--- src/rtl/udp_frame_gen.sv ---
// Periodic Ethernet/IPv4/UDP test-frame generator on a 64-bit AXI4-Stream (MAC TX side).
// Define UDP_FRAME_GEN_STALL_STAT_EN to add the stat_stall back-pressure cycle counter.
module udp_frame_gen #(
    parameter int unsigned C_M00_AXIS_TDATA_WIDTH = 64,
    parameter int unsigned MAX_PAYLOAD_WORDS      = 256,
    parameter int unsigned CNT_WIDTH              = 32
) (
    input  logic                                m00_axis_aclk,
    input  logic                                m00_axis_aresetn,
    input  logic                                cfg_enable,
    input  logic [CNT_WIDTH-1:0]                cfg_interval,
    input  logic [15:0]                         cfg_payload_words,
    input  logic [47:0]                         cfg_dst_mac,
    input  logic [47:0]                         cfg_src_mac,
    input  logic [31:0]                         cfg_src_ip,
    input  logic [31:0]                         cfg_dst_ip,
    input  logic [15:0]                         cfg_src_port,
    input  logic [15:0]                         cfg_dst_port,
    output logic [C_M00_AXIS_TDATA_WIDTH-1:0]   m00_axis_tdata,
    output logic [C_M00_AXIS_TDATA_WIDTH/8-1:0] m00_axis_tkeep,
    output logic                                m00_axis_tvalid,
    output logic                                m00_axis_tlast,
    input  logic                                m00_axis_tready,
    output logic [CNT_WIDTH-1:0]                stat_sent,
    output logic [CNT_WIDTH-1:0]                stat_overrun,
`ifdef UDP_FRAME_GEN_STALL_STAT_EN
    output logic [CNT_WIDTH-1:0]                stat_stall,
`endif
    output logic                                stat_busy
);

    typedef enum logic [1:0] {StIdle, StCalc, StSend} state_e;
    // Element k holds frame byte k of the 42-byte Ethernet/IP/UDP header.
    typedef logic [41:0][7:0] hdr_t;

    localparam logic [15:0] MaxWords = 16'(MAX_PAYLOAD_WORDS);

    state_e               state_q, state_d;
    logic [CNT_WIDTH-1:0] timer_q, timer_d, sent_q, sent_d, overrun_q, overrun_d;
    logic [CNT_WIDTH-1:0] ival;
    logic [63:0]          seq_q, seq_d, tdata_q, tdata_d;
    logic [15:0]          beat_q, beat_d, n_q, n_d, n_clamp, beat_nxt;
    hdr_t                 hdr_q, hdr_d, hdr_calc;
    logic [7:0]           tkeep_q, tkeep_d;
    logic                 tlast_q, tlast_d, tvalid_q, tvalid_d, fire;

    function automatic hdr_t build_hdr(input logic [47:0] dmac, smac, input logic [31:0] sip, dip,
                                       input logic [15:0] sport, dport, id, n);
        logic [15:0]  totlen, udplen, csum;
        logic [31:0]  sum;
        logic [335:0] v;
        totlen = 16'd28 + {n[12:0], 3'b000};
        udplen = 16'd8 + {n[12:0], 3'b000};
        sum = 32'h4500 + 32'(totlen) + 32'(id) + 32'h4000 + 32'h4011 + 32'(sip[31:16]) +
              32'(sip[15:0]) + 32'(dip[31:16]) + 32'(dip[15:0]);
        sum = 32'(sum[15:0]) + 32'(sum[31:16]);
        sum = 32'(sum[15:0]) + 32'(sum[31:16]);
        csum = ~sum[15:0];
        v = {dmac, smac, 16'h0800, 16'h4500, totlen, id, 16'h4000, 8'h40, 8'h11, csum,
             sip, dip, sport, dport, udplen, 16'h0000};
        // First wire byte sits in the MSBs of v; reverse so byte k lands in element k.
        return hdr_t'({<<8{v}});
    endfunction

    function automatic logic [63:0] pay_word(input logic [63:0] seq, input logic [15:0] idx);
        return (idx == 16'd0) ? seq : {48'd0, idx};
    endfunction

    // Payload words start at byte 42, so every payload beat carries the last two bytes of the
    // previous item in its low lanes and the first six bytes of the current word above them.
    function automatic logic [63:0] beat_data(input hdr_t h, input logic [63:0] seq,
                                              input logic [15:0] n, b);
        logic [63:0] d, w;
        d = '0;
        w = '0;
        if (b < 16'd5) begin
            case (b[2:0])
                3'd0:    d = h[7:0];
                3'd1:    d = h[15:8];
                3'd2:    d = h[23:16];
                3'd3:    d = h[31:24];
                default: d = h[39:32];
            endcase
        end else begin
            if (b == 16'd5) begin
                d[15:0] = {h[41], h[40]};
            end else begin
                w = pay_word(seq, b - 16'd6);
                d[15:0] = {w[7:0], w[15:8]};
            end
            if (b - 16'd5 < n) begin
                w = pay_word(seq, b - 16'd5);
                d[63:16] = {w[23:16], w[31:24], w[39:32], w[47:40], w[55:48], w[63:56]};
            end
        end
        return d;
    endfunction

    assign ival     = (cfg_interval == '0) ? CNT_WIDTH'(1) : cfg_interval;
    assign fire     = cfg_enable && (timer_q == ival - CNT_WIDTH'(1));
    assign timer_d  = (!cfg_enable || fire) ? '0 : timer_q + CNT_WIDTH'(1);
    assign n_clamp  = (cfg_payload_words == 16'd0)    ? 16'd1 :
                      (cfg_payload_words > MaxWords)  ? MaxWords : cfg_payload_words;
    assign hdr_calc = build_hdr(cfg_dst_mac, cfg_src_mac, cfg_src_ip, cfg_dst_ip, cfg_src_port,
                                cfg_dst_port, seq_q[15:0], n_clamp);
    assign beat_nxt = beat_q + 16'd1;

    always_comb begin
        state_d   = state_q;
        seq_d     = seq_q;
        sent_d    = sent_q;
        overrun_d = overrun_q;
        beat_d    = beat_q;
        n_d       = n_q;
        hdr_d     = hdr_q;
        tdata_d   = tdata_q;
        tkeep_d   = tkeep_q;
        tlast_d   = tlast_q;
        tvalid_d  = tvalid_q;
        if (fire && state_q != StIdle) overrun_d = overrun_q + CNT_WIDTH'(1);
        unique case (state_q)
            StIdle: if (fire) state_d = StCalc;
            StCalc: begin
                hdr_d    = hdr_calc;
                n_d      = n_clamp;
                beat_d   = '0;
                tdata_d  = beat_data(hdr_calc, seq_q, n_clamp, 16'd0);
                tkeep_d  = 8'hFF;
                tlast_d  = 1'b0;
                tvalid_d = 1'b1;
                state_d  = StSend;
            end
            StSend: begin
                if (tvalid_q && m00_axis_tready) begin
                    if (tlast_q) begin
                        sent_d   = sent_q + CNT_WIDTH'(1);
                        seq_d    = seq_q + 64'd1;
                        tdata_d  = '0;
                        tkeep_d  = '0;
                        tlast_d  = 1'b0;
                        tvalid_d = 1'b0;
                        state_d  = StIdle;
                    end else begin
                        beat_d  = beat_nxt;
                        tdata_d = beat_data(hdr_q, seq_q, n_q, beat_nxt);
                        tlast_d = (beat_nxt == n_q + 16'd5);
                        tkeep_d = tlast_d ? 8'h03 : 8'hFF;
                    end
                end
            end
            default: state_d = StIdle;
        endcase
    end

    always_ff @(posedge m00_axis_aclk or negedge m00_axis_aresetn) begin
        if (!m00_axis_aresetn) begin
            state_q   <= StIdle;
            timer_q   <= '0;
            seq_q     <= '0;
            sent_q    <= '0;
            overrun_q <= '0;
            beat_q    <= '0;
            n_q       <= '0;
            hdr_q     <= '0;
            tdata_q   <= '0;
            tkeep_q   <= '0;
            tlast_q   <= 1'b0;
            tvalid_q  <= 1'b0;
        end else begin
            state_q   <= state_d;
            timer_q   <= timer_d;
            seq_q     <= seq_d;
            sent_q    <= sent_d;
            overrun_q <= overrun_d;
            beat_q    <= beat_d;
            n_q       <= n_d;
            hdr_q     <= hdr_d;
            tdata_q   <= tdata_d;
            tkeep_q   <= tkeep_d;
            tlast_q   <= tlast_d;
            tvalid_q  <= tvalid_d;
        end
    end

`ifdef UDP_FRAME_GEN_STALL_STAT_EN
    logic [CNT_WIDTH-1:0] stall_q;
    always_ff @(posedge m00_axis_aclk or negedge m00_axis_aresetn) begin
        if (!m00_axis_aresetn) begin
            stall_q <= '0;
        end else if (tvalid_q && !m00_axis_tready) begin
            stall_q <= stall_q + CNT_WIDTH'(1);
        end
    end
    assign stat_stall = stall_q;
`endif

    assign m00_axis_tdata  = tdata_q;
    assign m00_axis_tkeep  = tkeep_q;
    assign m00_axis_tvalid = tvalid_q;
    assign m00_axis_tlast  = tlast_q;
    assign stat_sent       = sent_q;
    assign stat_overrun    = overrun_q;
    assign stat_busy       = (state_q != StIdle);

endmodule
--- config.mk ---
export PLATFORM = sky130hd
export DESIGN_NAME = udp_frame_gen
export DESIGN_NICKNAME = d
export VERILOG_FILES = /design/src/rtl/udp_frame_gen.sv
export SDC_FILE = /design/constraint.sdc
export NUM_CORES = 1
export LEC_CHECK = 0
export ABC_CLOCK_PERIOD_IN_PS = 7500
export BUFFER_PORTS_ARGS = -buffer_cell sky130_fd_sc_hd__buf_2
export CORE_AREA = 2 2 252 229
export DETAILED_ROUTE_END_ITERATION = 8
export DIE_AREA = 0 0 254 231
export GPL_ROUTABILITY_DRIVEN = 0
export PLACE_DENSITY = 0.78
export SETUP_SLACK_MARGIN = 0.3
export SLEW_MARGIN = 40
export SYNTH_ARGS = -nofsm -noshare
export SYNTH_HDL_FRONTEND = slang
export SYNTH_SLANG_ARGS = --single-unit
--- constraint.sdc ---
create_clock -name m00_axis_aclk -period 7.5 [get_ports m00_axis_aclk]
set_input_delay 0.375 -clock m00_axis_aclk [delete_from_list [all_inputs] [get_ports m00_axis_aclk]]
set_output_delay 0.375 -clock m00_axis_aclk [all_outputs]
set_load 0.01 [all_outputs]
### After elaboration in Yosys (flattened, before gate mapping)

Cells that the tools add are included.

| word-level totals | value |
|---|---|
| word-level logic and storage cells | 131 |
| flip-flop bits (word level) | 527 |

| cells by class | value |
|---|---|
| add/sub/neg operators | 21 |
| eq/ne operators | 12 |
| mux-type cells | 30 |
| magnitude comparators | 3 |
| bitwise gates (word level) | 1 |
| reductions and logical operators | 18 |

Operators with widths:

| cell | count |
|---|---|
| 64-bit two-way mux | 4 |
| 64-bit one-hot mux with 4 select lines | 1 |
| 64-bit one-hot mux with 2 select lines | 1 |
| 32-bit by 1-bit adder with 32-bit output, second input constant | 3 |
| 16-bit two-way mux | 6 |
| 64-bit by 1-bit adder with 64-bit output, second input constant | 1 |
| 32-bit two-way mux | 2 |
| 16-bit zero test | 3 |
| 48-bit two-way mux | 1 |
| 32-bit equality test | 1 |
| 32-bit zero test | 1 |
| 16-bit one-hot mux with 2 select lines | 1 |
| 16-bit by 3-bit subtractor with 16-bit output, second input constant | 2 |
| 32-bit by 1-bit subtractor with 32-bit output, second input constant | 1 |
| 23-bit by 16-bit adder with 24-bit output | 1 |
| 8-bit two-way mux | 3 |
| 22-bit by 16-bit adder with 23-bit output | 1 |
| 21-bit by 16-bit adder with 22-bit output | 1 |
| 20-bit by 16-bit adder with 21-bit output | 1 |
| 19-bit by 15-bit adder with 20-bit output, second input constant | 1 |
| 18-bit by 15-bit adder with 19-bit output, second input constant | 1 |
| 17-bit by 16-bit adder with 18-bit output | 1 |
| 15-bit by 16-bit adder with 17-bit output, first input constant | 1 |
| 16-bit by 8-bit adder with 17-bit output | 1 |
| other kinds (29) | 45 |

### Logic depth before layout (Yosys ltp)

| logic depth | value |
|---|---|
| depth after elaboration | 15 |
| gate-level depth with buffers | 42 |
| mapped depth without buffers | 41 |

### Worst setup path after synthesis

Ideal clock, no wire load.

| timing path | value |
|---|---|
| path kind | input to register |
| start point | input port cfg_payload_words[15] |
| end point | register hdr_q[198] in the netlist's numbering |
| stages on the path | 41 |
| data required time | 7.418 ns |
| slack | -1.706 ns |
| arrival time | 9.124 ns |
| cell sequence | nor4_1 > nand2_1 > nor2_1 > o21ai_0 > ha_1 > nor2_1 > xnor2_1 > fa_1 > inv_1 > fa_1 > inv_1 > fa_1 > fa_1 > ha_1 > clkbuf_1 > o21a_1 > or2_2 > a31oi_1 > [5 not listed] > ha_1 > inv_1 > fa_1 > nor2b_1 > nor2_1 > nor3_1 > and2_1 > and3_1 > and3_1 > ha_1 > nor2b_1 > nand2b_1 > nor2_1 > and3b_1 > a21boi_0 > nand3_1 > or4_1 > a31oi_1 |

RTL lines:

| item | line | RTL |
|---|---|---|
| start: declaration | 12 | `input logic [15:0] cfg_payload_words,` |
| end signal: assignment | 177 | `hdr_q <= hdr_d;` |
| end: declaration | 43 | `hdr_t hdr_q, hdr_d, hdr_calc;` |

==> flow_results.org <==
** Timing
- The final critical path takes up 107% of the cycle.
- Max-slew violation count :: 0
- The number of hold violations in the final report came to 0.
- Between clock sinks in the finished design, the worst skew comes to 47.3 ps.
- Post-layout minimum cycle time :: 8000 ps
- For the pin with the worst max-slew slack, the measured transition is 915 ps.
- Setup repair after global routing missed its margin :: yes
- Peak Freq :: 0.125 GHz
- The worst pin sits at a relative slew slack of 39.0%.
- PnR worst setup slack :: -498 ps
- Setup violations remaining at the end of the flow were counted as 11.

** Worst setup path
- In this design, the stage delay of the slowest critical-path cell is 580 ps.
- STA puts the critical path data required time at 8030 ps.
- Critical path type :: in -> reg
- STA classifies the critical path startpoint as a primary input.
- Along the worst path, the maximum fanout reaches 5.
- Number of cells on the worst reg-to-reg path :: 33
- The cell that appears most often on the critical path is sky130_fd_sc_hd__ha_4.
- STA classifies the critical path endpoint as a flop.
- Crit path arrival time :: 8520 ps
- Critical path's slowest cell :: sky130_fd_sc_hd__fa_2

** Logic synthesis
- Ranked by total cell area, the synthesized netlist is headed by sky130_fd_sc_hd__dfrtp_1 (44%), sky130_fd_sc_hd__nand2_1 (11%), sky130_fd_sc_hd__xnor2_1 (5.7%).
- Predominant post-synthesis flop cell :: sky130_fd_sc_hd__dfrtp_1
- Counting instances in the post-synthesis netlist gives the leading cell types as sky130_fd_sc_hd__nand2_1 (825), sky130_fd_sc_hd__dfrtp_1 (512), sky130_fd_sc_hd__nor2_1 (233).
- In the synthesized netlist the async set-or-reset flop fraction comes to 100%.
- sky130_fd_sc_hd__nand2_1 is the most common cell in the netlist.
- Averaged over all synthesized cells, the footprint is 8.78 sq um.
- Share of the synthesized area in the top cell type :: 43.6%
- Post-synth EDFFs :: 0
- Counting flops and latches in the post-synthesis netlist gives 512.
- Counting every instance in the synthesized netlist gives 3,348.
- Synthesis Warnings :: 0
- Mapped Area :: 29,400 sq um
- Largest area contributor in the synthesized netlist :: sky130_fd_sc_hd__dfrtp_1
- After synthesis, the netlist uses 79 different library cells.
- Sequential element share of the synthesized area :: 43.6%

** Floorplanning
- From bottom edge to top edge, the die measures 231 microns.
- Die Outline Area :: 58,700 sq um
- I/O pin count :: 383
- Chip Width :: 254 microns
- Once the floorplan was initialized, standard cells occupied 52.2% of the core.
- Area of the placeable core :: 56,300 sq um
- Row generation in the floorplan step produced 83 rows.

** Power
- PD cells :: 299 nW/um^2
- Maximum vdd drop :: 0.000208 V
- The analysis attributes to cell leakage a power of 17.1 nW.

** Finish
- Summing all multi-input logic gate instances after layout gives 15,800 sq um.
- Final-layout fill cell count :: 4,497
- Measured on the finished design, the core utilization comes to 65.4%.
- The post-route netlist has 19.1% of its cells at a drive strength greater than 1.
- Synth-to-Final Area Change :: 25.3%
- Sequential cell area :: 12,800 sq um
- The finished layout holds 4,725 standard cells, fillers aside.
- In the final design database the tool counted 4,276 nets.

** Clock network
- Sink Count :: 512
- Counting along the longest clock path gives a buffer depth of 3.
- CTS built an H-tree with a depth of 2.
- After clock tree synthesis, the clock-pin slew on the worst setup and hold paths is 60 ps.
- CTS placed an instance of sky130_fd_sc_hd__clkbuf_16 at the clock tree root.
- TritonCTS buffer count :: 53
- The later pin in the worst-skew pair is clocked with a latency of 650 ps.
- CTS tree :: built

** Run
- Max_cap viols :: 0

** Global routing
- Combined global-route utilization of all metal layers :: 34.0%
- Vias in the first global route :: 26,600
- Sum of overflow across all layers after global routing :: 0
- The first global-routing pass estimated 154 mm of wire.
- Initial antenna violation count :: 18
- Entering global routing, the biggest net connects 103 pins.

** Route
- Vias per cell :: 5.95
- Iteration-0 DRC Markers :: 3,750
- After detailed routing, the wire length on met1 is 41.3 mm.
- The final layout contains routed wiring with a total length of 101 mm.
- The pre-antenna-repair detailed-routing pass consisted of 9 iterations.
- The count of nets left with antenna violations once routing finished came out at 0.
- In the detailed route, the total length drawn on met3 is 11.3 mm.
- Max Used Layer :: met5
- Routed met2 length :: 44.0 mm
- The routed layout has 28,100 vias.
- Drc violations :: 1
- After detailed routing, the average wire length per cell comes to 21.4 microns.

** Status
- Violations in the final reports :: design-rule violations, negative setup slack
- The flow ran to the end, but the final reports show violations.

** Hold path
- Counting instances, the worst hold path has a depth of 3.
- In this run the worst hold path is classified as in -> reg.

** Placement
- At the placement stage, the worst setup path has a slack of -1200 ps.
- Including well taps, the total number of placed cells is 4,444.
- Count of port buffers added during placement :: 382
- Detailed placement ended at an HPWL of 71.9 mm.
worst max-delay path: cells and delay by family:
family / cells / cell delay (ps)
and+or+nand+nor: 20 / 3240
adders and majority gates: 9 / 3000
AOI/OAI and AO/OA: 7 / 1160
buffers and inverters: 5 / 380
xor gates and xnor gates: 2 / 320
where the power goes:
part / internal (mW) / switching [mW]
sequential: 2.93 / 0.132
combinational: 2.10 / 2.85
clock: 1.76 / 1.22
total: 6.79 / 4.20
cell usage in the layout (no fill, tap or decap), types with 34 or more instances in the layout:
cell type                       instances
sky130_fd_sc_hd__nand2_1              819
sky130_fd_sc_hd__dfrtp_1              512
sky130_fd_sc_hd__buf_2                380
sky130_fd_sc_hd__nor2_1               226
sky130_fd_sc_hd__xnor2_1              187
sky130_fd_sc_hd__o21ai_0              166
sky130_fd_sc_hd__inv_1                142
sky130_fd_sc_hd__buf_4                138
sky130_fd_sc_hd__dlygate4sd3_1        132
sky130_fd_sc_hd__nand3_1              100
sky130_fd_sc_hd__xor2_1                84
sky130_fd_sc_hd__a21oi_1               76
sky130_fd_sc_hd__nand4_1               73
sky130_fd_sc_hd__ha_1                  60
sky130_fd_sc_hd__fa_1                  58
sky130_fd_sc_hd__and3_1                54
sky130_fd_sc_hd__clkbuf_16             53
sky130_fd_sc_hd__nor3_1                51
sky130_fd_sc_hd__a222oi_1              50
sky130_fd_sc_hd__a22oi_1               41
sky130_fd_sc_hd__and2_1                34
final timing paths:
kind	from	endpoint	slack, ps
max in group asynchronous	m00_axis_aresetn	timer_q[26]$_DFF_PN0_	5760
max	cfg_payload_words[15]	hdr_q[198]$_DFFE_PN0P_	-500
max reg2reg	seq_q[8]$_DFFE_PN0P_	hdr_q[198]$_DFFE_PN0P_	0
min	cfg_src_ip[19]	hdr_q[219]$_DFFE_PN0P_	20
min reg2reg	stat_sent[31]$_DFFE_PN0P_	stat_sent[31]$_DFFE_PN0P_	480
min in group asynchronous	m00_axis_aresetn	m00_axis_tdata[27]$_DFFE_PN0P_	310
cell families (layout without fill, tap and decap cells):
logic type,after synthesis,after routing,share of synthesized area (%)
flops,512,512,43.6
mux,22,22,0.792
simple gates,1539,1539,23.7
buf+inv,329,924,4.40
fa+ha+maj,132,132,7.20
compound gates,534,534,12.0
other cells,2,19,0.0256
xor+xnor,278,278,8.28
timing repair:
action,in CTS,in global routing
gates resized for setup,28,36
setup endpoints to repair,12,15
pin swaps,18,22
endpoints found under the hold margin,216,0
hold buffers,132,0
buffers inserted,17,14
through the flow:
step	total power, mW	hold slack (ps)	setup TNS (ps)	cell area [sq um]
final	11.0	18.9	-3930	36800
after global routing	11.5	11.4	-7800	36800
after CTS	10.5	0.0125	-1670	36400
after detailed placement	7.42	434	-10960	32800
after global placement	7.35	437	-7840	32800
after floorplan	5.69	79.4	-2460	29600
per-layer routing:
metal	track usage [%]	vias to the layer above
li1	-	12600
met1	48.5	13500
met2	49.5	1716
met3	7.96	326
met4	14.8	6
met5	0	-
registers in the layout, summed over array words and instances, names as in the netlist:
name	flops
seq_q	64
hdr_q	250
m00_axis_tdata	64
beat_q	16
n_q	16
m00_axis_tkeep	2
timer_q	32
stat_overrun	32
m00_axis_tlast	1
stat_sent	32
state_q	2
m00_axis_tvalid	1
cell type report:
cell class	instances	share of cell area, %
Clock buffer	72	4.26
Multi-Input combinational cell	2509	42.9
Clock inverter	28	1.19
Inverter	146	1.49
Antenna cell	15	0.102
Timing Repair Buffer	678	12.6
Tap cell	765	2.60
Sequential cell	512	34.8
Note: power is estimated with default switching activity, not from simulation.
